### config.mk
export PLATFORM = sky130hd
export DESIGN_NAME = calibration_sequencer
export DESIGN_NICKNAME = d
export VERILOG_FILES = /design/src/rtl/calibration_sequencer.sv
export SDC_FILE = /design/constraint.sdc
export NUM_CORES = 1
export LEC_CHECK = 0
export ABC_AREA = 1
export CAP_MARGIN = 20
export CORE_MARGIN = 10
export CORE_UTILIZATION = 45
export DETAILED_ROUTE_END_ITERATION = 12
export RECOVER_POWER = 25
export SKIP_LAST_GASP = 1
export SYNTH_ARGS = -nofsm -noshare
export SYNTH_HDL_FRONTEND = slang
export SYNTH_SLANG_ARGS = --single-unit
### constraint.sdc
create_clock -name clk_pixel -period 3.6 [get_ports clk_pixel]
set_input_delay 0.72 -clock clk_pixel [delete_from_list [all_inputs] [get_ports clk_pixel]]
set_output_delay 0.72 -clock clk_pixel [all_outputs]
set_load 0.02 [all_outputs]
### src/rtl/calibration_sequencer.sv
// Sequences one calibration capture pass per LED address bit (MSB first),
// handshaking with the calibration FSM and guarding each pass with a timeout.
module calibration_sequencer #(
    parameter int LED_ADDRESS_WIDTH = 10,
    parameter int SETTLE_CYCLES     = 1024,
    parameter int TIMEOUT_CYCLES    = 50000000
) (
    input  logic                                  clk_pixel,
    input  logic                                  rst_n,
    input  logic                                  start_in,
    input  logic                                  abort_in,
    input  logic [2:0]                            cal_state_in,
    output logic [((LED_ADDRESS_WIDTH > 1) ? $clog2(LED_ADDRESS_WIDTH) : 1)-1:0] pattern_bit_out,
    output logic                                  pattern_update_out,
    output logic                                  increment_id_out,
    output logic                                  should_overwrite_out,
    output logic                                  busy_out,
    output logic                                  done_out,
    output logic                                  error_out
);

    localparam int BIT_W = (LED_ADDRESS_WIDTH > 1) ? $clog2(LED_ADDRESS_WIDTH) : 1;
    localparam int TMR_W = $clog2(TIMEOUT_CYCLES + 1);
    localparam int SET_W = $clog2(SETTLE_CYCLES + 1);
    localparam logic [BIT_W-1:0] BIT_TOP  = BIT_W'(LED_ADDRESS_WIDTH - 1);
    localparam logic [TMR_W-1:0] TMR_LAST = TMR_W'(TIMEOUT_CYCLES - 1);
    localparam logic [TMR_W-1:0] TMR_MAX  = TMR_W'(TIMEOUT_CYCLES);
    localparam logic [SET_W-1:0] SET_LAST = SET_W'(SETTLE_CYCLES - 1);
    localparam logic [SET_W-1:0] SET_MAX  = SET_W'(SETTLE_CYCLES);

    typedef enum logic [2:0] {
        S_IDLE      = 3'd0,
        S_LOAD      = 3'd1,
        S_KICK      = 3'd2,
        S_WAIT_BUSY = 3'd3,
        S_WAIT_IDLE = 3'd4,
        S_SETTLE    = 3'd5,
        S_DONE      = 3'd6,
        S_ERROR     = 3'd7
    } state_t;

    state_t             r_state;
    state_t             w_next;
    logic               r_start_d;
    logic               r_armed;
    logic [TMR_W-1:0]   r_timer;
    logic [SET_W-1:0]   r_settle;
    logic [BIT_W-1:0]   r_bit;
    logic [BIT_W-1:0]   r_pbit;
    logic               r_pupd, r_inc, r_ow, r_busy, r_done, r_err;

    logic [TMR_W-1:0]   w_timer_n;
    logic [SET_W-1:0]   w_settle_n;
    logic [BIT_W-1:0]   w_bit_n, w_pbit_n;
    logic               w_pupd_n, w_inc_n, w_ow_n, w_busy_n, w_done_n, w_err_n;
    logic               w_start_edge, w_timeout, w_settle_done;

    // r_armed masks the first cycle after reset so a start held through reset is not an edge
    assign w_start_edge  = start_in & ~r_start_d & r_armed;
    assign w_timeout     = (r_timer == TMR_LAST);
    assign w_settle_done = (r_settle == SET_LAST);

    // State register
    always_ff @(posedge clk_pixel or negedge rst_n) begin
        if (!rst_n) begin
            r_state <= S_IDLE;
        end else begin
            r_state <= w_next;
        end
    end

    // Next-state decode: abort beats timeout beats the normal flow
    always_comb begin
        w_next = r_state;
        if (abort_in) begin
            w_next = S_IDLE;
        end else begin
            case (r_state)
                S_IDLE:      w_next = w_start_edge ? S_LOAD : S_IDLE;
                S_LOAD:      w_next = S_KICK;
                S_KICK:      w_next = S_WAIT_BUSY;
                S_WAIT_BUSY: begin
                    if (w_timeout)                 w_next = S_ERROR;
                    else if (cal_state_in != 3'd0) w_next = S_WAIT_IDLE;
                    else                           w_next = S_WAIT_BUSY;
                end
                S_WAIT_IDLE: begin
                    if (w_timeout)                 w_next = S_ERROR;
                    else if (cal_state_in == 3'd0) w_next = S_SETTLE;
                    else                           w_next = S_WAIT_IDLE;
                end
                S_SETTLE: begin
                    if (!w_settle_done)            w_next = S_SETTLE;
                    else if (r_bit == {BIT_W{1'b0}}) w_next = S_DONE;
                    else                           w_next = S_LOAD;
                end
                S_DONE:      w_next = S_IDLE;
                S_ERROR:     w_next = w_start_edge ? S_LOAD : S_ERROR;
                default:     w_next = S_IDLE;
            endcase
        end
    end

    // Output and counter next values
    always_comb begin
        w_timer_n  = r_timer;
        w_settle_n = r_settle;
        w_bit_n    = r_bit;
        w_pbit_n   = r_pbit;
        w_ow_n     = r_ow;
        w_pupd_n   = (r_state == S_LOAD) && !abort_in;
        w_inc_n    = (r_state == S_KICK) && !abort_in;
        w_busy_n   = (w_next != S_IDLE) && (w_next != S_DONE) && (w_next != S_ERROR);
        w_done_n   = (w_next == S_DONE);
        w_err_n    = (w_next == S_ERROR);
        if (abort_in) begin
            w_bit_n = {BIT_W{1'b0}};
            w_ow_n  = 1'b0;
        end else begin
            case (r_state)
                S_IDLE, S_ERROR: begin
                    if (w_start_edge) begin
                        w_bit_n = BIT_TOP;
                        w_ow_n  = 1'b1;
                    end else begin
                        w_bit_n = r_bit;
                    end
                end
                S_LOAD:      w_pbit_n  = r_bit;
                S_KICK:      w_timer_n = {TMR_W{1'b0}};
                S_WAIT_BUSY: w_timer_n = (r_timer == TMR_MAX) ? r_timer : r_timer + 1'b1;
                S_WAIT_IDLE: begin
                    if (w_next == S_SETTLE) begin
                        w_ow_n     = 1'b0;
                        w_timer_n  = {TMR_W{1'b0}};
                        w_settle_n = {SET_W{1'b0}};
                    end else begin
                        w_timer_n = (r_timer == TMR_MAX) ? r_timer : r_timer + 1'b1;
                    end
                end
                S_SETTLE: begin
                    w_settle_n = (r_settle == SET_MAX) ? r_settle : r_settle + 1'b1;
                    if (w_settle_done && (r_bit != {BIT_W{1'b0}})) begin
                        w_bit_n = r_bit - 1'b1;
                    end else begin
                        w_bit_n = r_bit;
                    end
                end
                default: w_bit_n = r_bit;
            endcase
        end
    end

    // Registered outputs, counters and start edge history
    always_ff @(posedge clk_pixel or negedge rst_n) begin
        if (!rst_n) begin
            r_start_d <= 1'b0;
            r_armed   <= 1'b0;
            r_timer   <= {TMR_W{1'b0}};
            r_settle  <= {SET_W{1'b0}};
            r_bit     <= BIT_TOP;
            r_pbit    <= {BIT_W{1'b0}};
            r_pupd    <= 1'b0;
            r_inc     <= 1'b0;
            r_ow      <= 1'b0;
            r_busy    <= 1'b0;
            r_done    <= 1'b0;
            r_err     <= 1'b0;
        end else begin
            r_start_d <= start_in;
            r_armed   <= 1'b1;
            r_timer   <= w_timer_n;
            r_settle  <= w_settle_n;
            r_bit     <= w_bit_n;
            r_pbit    <= w_pbit_n;
            r_pupd    <= w_pupd_n;
            r_inc     <= w_inc_n;
            r_ow      <= w_ow_n;
            r_busy    <= w_busy_n;
            r_done    <= w_done_n;
            r_err     <= w_err_n;
        end
    end

    assign pattern_bit_out      = r_pbit;
    assign pattern_update_out   = r_pupd;
    assign increment_id_out     = r_inc;
    assign should_overwrite_out = r_ow;
    assign busy_out             = r_busy;
    assign done_out             = r_done;
    assign error_out            = r_err;

endmodule

### Word-level counts from Yosys, hierarchy flattened

Cells that the tools add are included.

* output and inout bits: 10
* register bits: 56
* word-level logic and storage cells: 87

* eq/ne operators: 21
* multiplexer cells: 24
* bitwise operators: 4
* add/subtract/negate cells: 3
* reduce and logical (&&, ||, !) cells: 22

Operators by type and width (count)
* $pmux 26 s3: 1
* $eq 26x26->1 const B: 2
* $mux 26: 2
* $add 26x1->26 const B: 1
* $pmux 3 s8: 1
* $mux 11: 2
* $pmux 11 s2: 1
* $eq 3x3->1 const B: 7
* $mux 3: 6
* $ne 3x3->1 const B: 5
* $reduce_bool 3->1: 5
* $mux 4: 3
* $add 11x1->11 const B: 1
* $eq 11x10->1 const B: 1
* $eq 11x11->1 const B: 1
* $pmux 4 s2: 1
* $eq 3x2->1 const B: 2
* $logic_not 3->1: 2
* $reduce_and 3->1: 2
* $logic_and 1x1->1: 5
* $mux 1: 5
* $logic_not 4->1: 1
* $ne 2x2->1 const B: 2
* $reduce_and 2->1: 2
* 11 further kinds: 13

### Logic depth before layout (Yosys ltp)

* word-level depth: 10
* gate-level depth with buffers: 17
* depth with buffers taken out: 16

### Worst setup path after synthesis

Ideal clock, no wire load.

* path kind: input-to-reg
* start point: input start_in
* end point: register r_settle[10]
* path slack: 1663 ps
* arrival: 1814 ps
* stages on the path: 14
* cells stage by stage: nand2_1 -> nor2_1 -> nor2_1 -> nor2_1 -> nand2_1 -> inv_1 -> nand3_2 -> nor2_2 -> nand3_2 -> nand2_4 -> nand2_4 -> buf_6 -> nand2_1 -> o21ai_2

* longest elaborated chain between the ends: 8

RTL lines
* from (decl): RTL line 10 `input logic start_in,`
* $and 1x1->1 (*) (2 in a row): RTL line 59 `assign w_start_edge = start_in & ~r_start_d & r_armed;`
* $mux 1 / $mux 3 (equally long branches): RTL line 79, 98
* $pmux 3 s8 (*): RTL line 78 `case (r_state)`
* $mux 3 (*): RTL line 75 `if (abort_in) begin`
* $eq 3x3->1 (*): RTL line 133 `if (w_next == S_SETTLE) begin`
* $ne 2x2->1 (no source line) (*)
* $reduce_and 4->1 (no source line) (*)
* to (signal assigned): RTL line 160 `r_settle <= {SET_W{1'b0}};`
* to (signal assigned): RTL line 173 `r_settle <= w_settle_n;`
* to (decl): RTL line 47 `logic [SET_W-1:0] r_settle;`

Mark *: on every way between the ends. The rest lies on a longest branch, timed or not.
A chain may end at the register's enable or synchronous reset.

### Worst setup path in the final report

* start point: input abort_in
* end point: register r_timer[13]

* longest elaborated chain between the ends: 4

RTL lines
* from (decl): RTL line 11 `input logic abort_in,`
* $mux 3: RTL line 75
* $eq 3x3->1: RTL line 133
* $mux 26: RTL line 133
* $pmux 26 s3: RTL line 120 `case (r_state)`
* to (signal assigned): RTL line 159 `r_timer <= {TMR_W{1'b0}};`
* to (signal assigned): RTL line 172 `r_timer <= w_timer_n;`
* to (decl): RTL line 46 `logic [TMR_W-1:0] r_timer;`

Several ways; a longest one is shown, not always the timed one.

==> impl_metrics.py <==
metrics = {
    "cells_and_area": {
        "areaGrowthSynthToFinish_pct": 9.573,
        "fin_cells": 592,
        "drive_gt1_frac": 0.1163,
        "n_antenna_cell": 0,
        "finalInstanceArea_sq_um": 3824,
        "fin_nets": 501,
    },
    "synth": {
        "yosys.area.top_type": "dfrtp_1",
        "syn-mean-instance-area_sq_um": 7.409,
        "synth-seq-cells": 56,
        "synth_area_leaders": "dfrtp_1 (39%), nand2_1 (13%), inv_1 (9.9%)",
        "synth_cell_type_count": 38,
        "syn_inst": 471,
        "yosys-top-cells-count": "nand2_1 (117), inv_1 (92), dfrtp_1 (54)",
        "synth.top_cell.area_share": 0.3872,
        "ys_seq_area_frac": 0.4023,
        "synth_nets": 483,
        "synth-edff-count": 0,
        "ys.flop_type": "dfrtp_1",
        "ys_async_sr_fraction": 1.000,
        "synth_most_common_cell": "nand2_1",
        "ys_warn_count": 0,
        "syn_area_sq_um": 3490,
    },
    "grt": {
        "track_usage": 0.1279,
        "antenna_found_initial": 0,
        "grt_pass1_vias": 2849,
        "grt_max_degree": 41,
        "grt_pass1_wl_um": 12540,
        "grt.overflow.total": 0,
    },
    "worst_setup_path": {
        "max_stage_delay_ns": 0.54,
        "crit_required_ns": 3.82,
        "path_cells": "clkdlybuf4s50_1 -> nor2_1 -> nor2_2 -> inv_2 -> nand2_2 -> inv_2 -> nand3_2 -> nor2_1 -> nand2_1 -> xor2_1 -> inv_1 -> nand2_1 -> inv_1",
        "crit_type": "input pin to flop",
        "start_kind": "input pin",
        "worstPathArrival_ns": 2.63,
        "path_delay_family": "buffers and inverters",
        "timing.critical_path.buf_inv": 5,
        "cp-end-kind": "flop",
        "cp_slowest_cell": "clkdlybuf4s50_1",
        "path_max_fanout": 12,
    },
    "route": {
        "viasPerCell": 4.747,
        "drc_errors": 0,
        "via_count": 2810,
        "drtIter0Drc": 60,
        "drt-pass1-iter-count": 4,
        "wirelength_um": 7014,
        "wl_per_cell_um": 11.85,
        "postRouteAntennaNets": 0,
    },
    "floorplanning": {
        "die_area_sq_um": 11680,
        "fp.dieH_um": 108.1,
        "io_pins": 17,
        "chipWidth_um": 108.1,
        "rows": 32,
        "core_area_sq_um": 7647,
        "initial_core_util": 0.4563,
    },
    "sta": {
        "hold_viol": 0,
        "post-route-min-period_ns": 2.412,
        "slew-limit-headroom": -0.4181,
        "fin_crit_sh": 0.6699,
        "worst_pin_slew_ns": 2.127,
        "fin_setup_tns_ns": 0,
        "setup_viol": 0,
        "fin_skew_ns": 0.009579,
        "fmax_mhz": 414.7,
        "slew_violations": 41,
        "rsz0062_at_grt": "no",
    },
    "clock_tree": {
        "hold_buffers": 0,
        "ctsRootBufferMaster": "clkbuf_8",
        "cts_tree": "built",
        "clk-insertion-delay-late_ns": 0.32,
        "cts_buffer_depth": 2,
        "post_cts_buffers": 0,
        "htree_num_levels": 2,
        "clkTransAtPathRegs_ns": 0.10,
        "clock-sinks": 56,
        "cts_resized": 0,
        "cts_buffers": 5,
    },
    "power_and_ir_drop": {
        "p_per_area_nw_per_um2": 508.9,
        "irDropWorstVdd_mv": 0.3084,
        "power_leakage_uw": 0.002008,
    },
    "hold_path": {
        "hp-class": "flop to flop",
    },
    "placed_design": {
        "dp_cells": 584,
        "io_buffer_count": 16,
        "gp_congestion": 0.8845,
        "placed_area_sq_um": 3730,
        "place_hpwl_um": 5337,
    },
    "job": {
        "max_cap_viol_count": 1,
    },
    "status": {
        "violations": "max-capacitance violations, max-slew violations",
        "status": "complete, but fails checks",
    },
}
[flip-flops by register name (all words and copies together) (netlist names)]
signal / cells
error_out: 1
increment_id_out: 1
should_overwrite_out: 1
r_timer: 26
done_out: 1
r_settle: 11
busy_out: 1
r_start_d: 1
pattern_update_out: 1
r_armed: 1
pattern_bit_out: 4
r_bit: 4
r_state: 3
[area by class of cell]
cell class	count	area, sq um
clock buffer	5	68.82
inverter	98	367.9
clock inverter	3	26.28
fill	777	3824
multi-input combinational	310	1660
tap	102	127.6
timing repair buffer	18	168.9
sequential	56	1404
[layer usage]
| metal | global-route usage | vias to the layer above | wire [um] |
|---|---|---|---|
| met5 | 0 | - | 0 |
| li1 | - | 1490 | - |
| met2 | 0.2267 | 25 | 3478 |
| met3 | 0.02201 | 10 | 145 |
| met4 | 0.02863 | 0 | 68 |
| met1 | 0.1578 | 1285 | 3322 |
[cells in the final DEF (no fill, tap or decap), types with 3 or more instances in the layout]
| cell type | count |
|---|---|
| xnor2_1 | 4 |
| nand2_2 | 10 |
| nand4_1 | 11 |
| clkbuf_8 | 5 |
| nor3_1 | 12 |
| nand2_1 | 117 |
| nor2_2 | 7 |
| nor2_1 | 33 |
| a21oi_1 | 6 |
| clkdlybuf4s50_1 | 14 |
| o21ai_0 | 17 |
| inv_2 | 5 |
| inv_1 | 92 |
| xor2_1 | 18 |
| ha_1 | 5 |
| a31oi_1 | 3 |
| o21ai_2 | 11 |
| nand3_2 | 4 |
| nand3_1 | 31 |
| dfrtp_1 | 54 |
[report_power, final]
part / switching (uW) / leakage (uW) / internal (uW) / total [uW]
Combinational: 404 / 0.00122 / 265 / 670
Clock: 225 / 0.0000423 / 142 / 368
Sequential: 133 / 0.000743 / 776 / 909
Total: 763 / 0.00201 / 1180 / 1950
[worst min-delay path: cells and delay by family, from the launching register on]
family             cells  cell delay [ns]
and+or+nand+nor        1             0.05
DFF                    1             0.36
AOI/OAI and AO/OA      1             0.05
[through the flow]
stage	util	power [uW]	setup WS [ns]	hold WS, ns
6_report	0.5000	1946	1.188	0.4936
5_1_grt	0.5000	2118	0.9904	0.5182
4_1_cts	0.5002	1976	1.194	0.5029
3_5_place_dp	0.4877	1597	0.8479	0.4722
3_3_place_gp	0.4877	1581	0.9045	0.4699
2_1_floorplan	-	1402	1.663	0.4244
[final timing paths]
| check | slack, ns | start | cells after the start | to |
|---|---|---|---|---|
| max | 1.19 | abort_in | 13 | r_timer[13] |
| min | 0.49 | pattern_bit_out[0] | 2 | pattern_bit_out[0] |
| max reg2reg | 1.30 | r_timer[0] | 16 | r_timer[13] |
| min reg2reg | 0.49 | pattern_bit_out[0] | 2 | pattern_bit_out[0] |
| max in group asynchronous | 1.39 | rst_n | 1 | pattern_bit_out[1] |
| min in group asynchronous | 1.01 | rst_n | 1 | r_timer[18] |
[cell families after synthesis]
| group | synth area share |
|---|---|
| and+or+nand+nor | 0.3152 |
| AOI/OAI and AO/OA | 0.08641 |
| xor gates and xnor gates | 0.05522 |
| buffers and inverters | 0.1219 |
| adders and majority gates | 0.01793 |
| other | 0.001075 |
| DFF | 0.4023 |
Note: power is estimated with default switching activity, not from simulation.
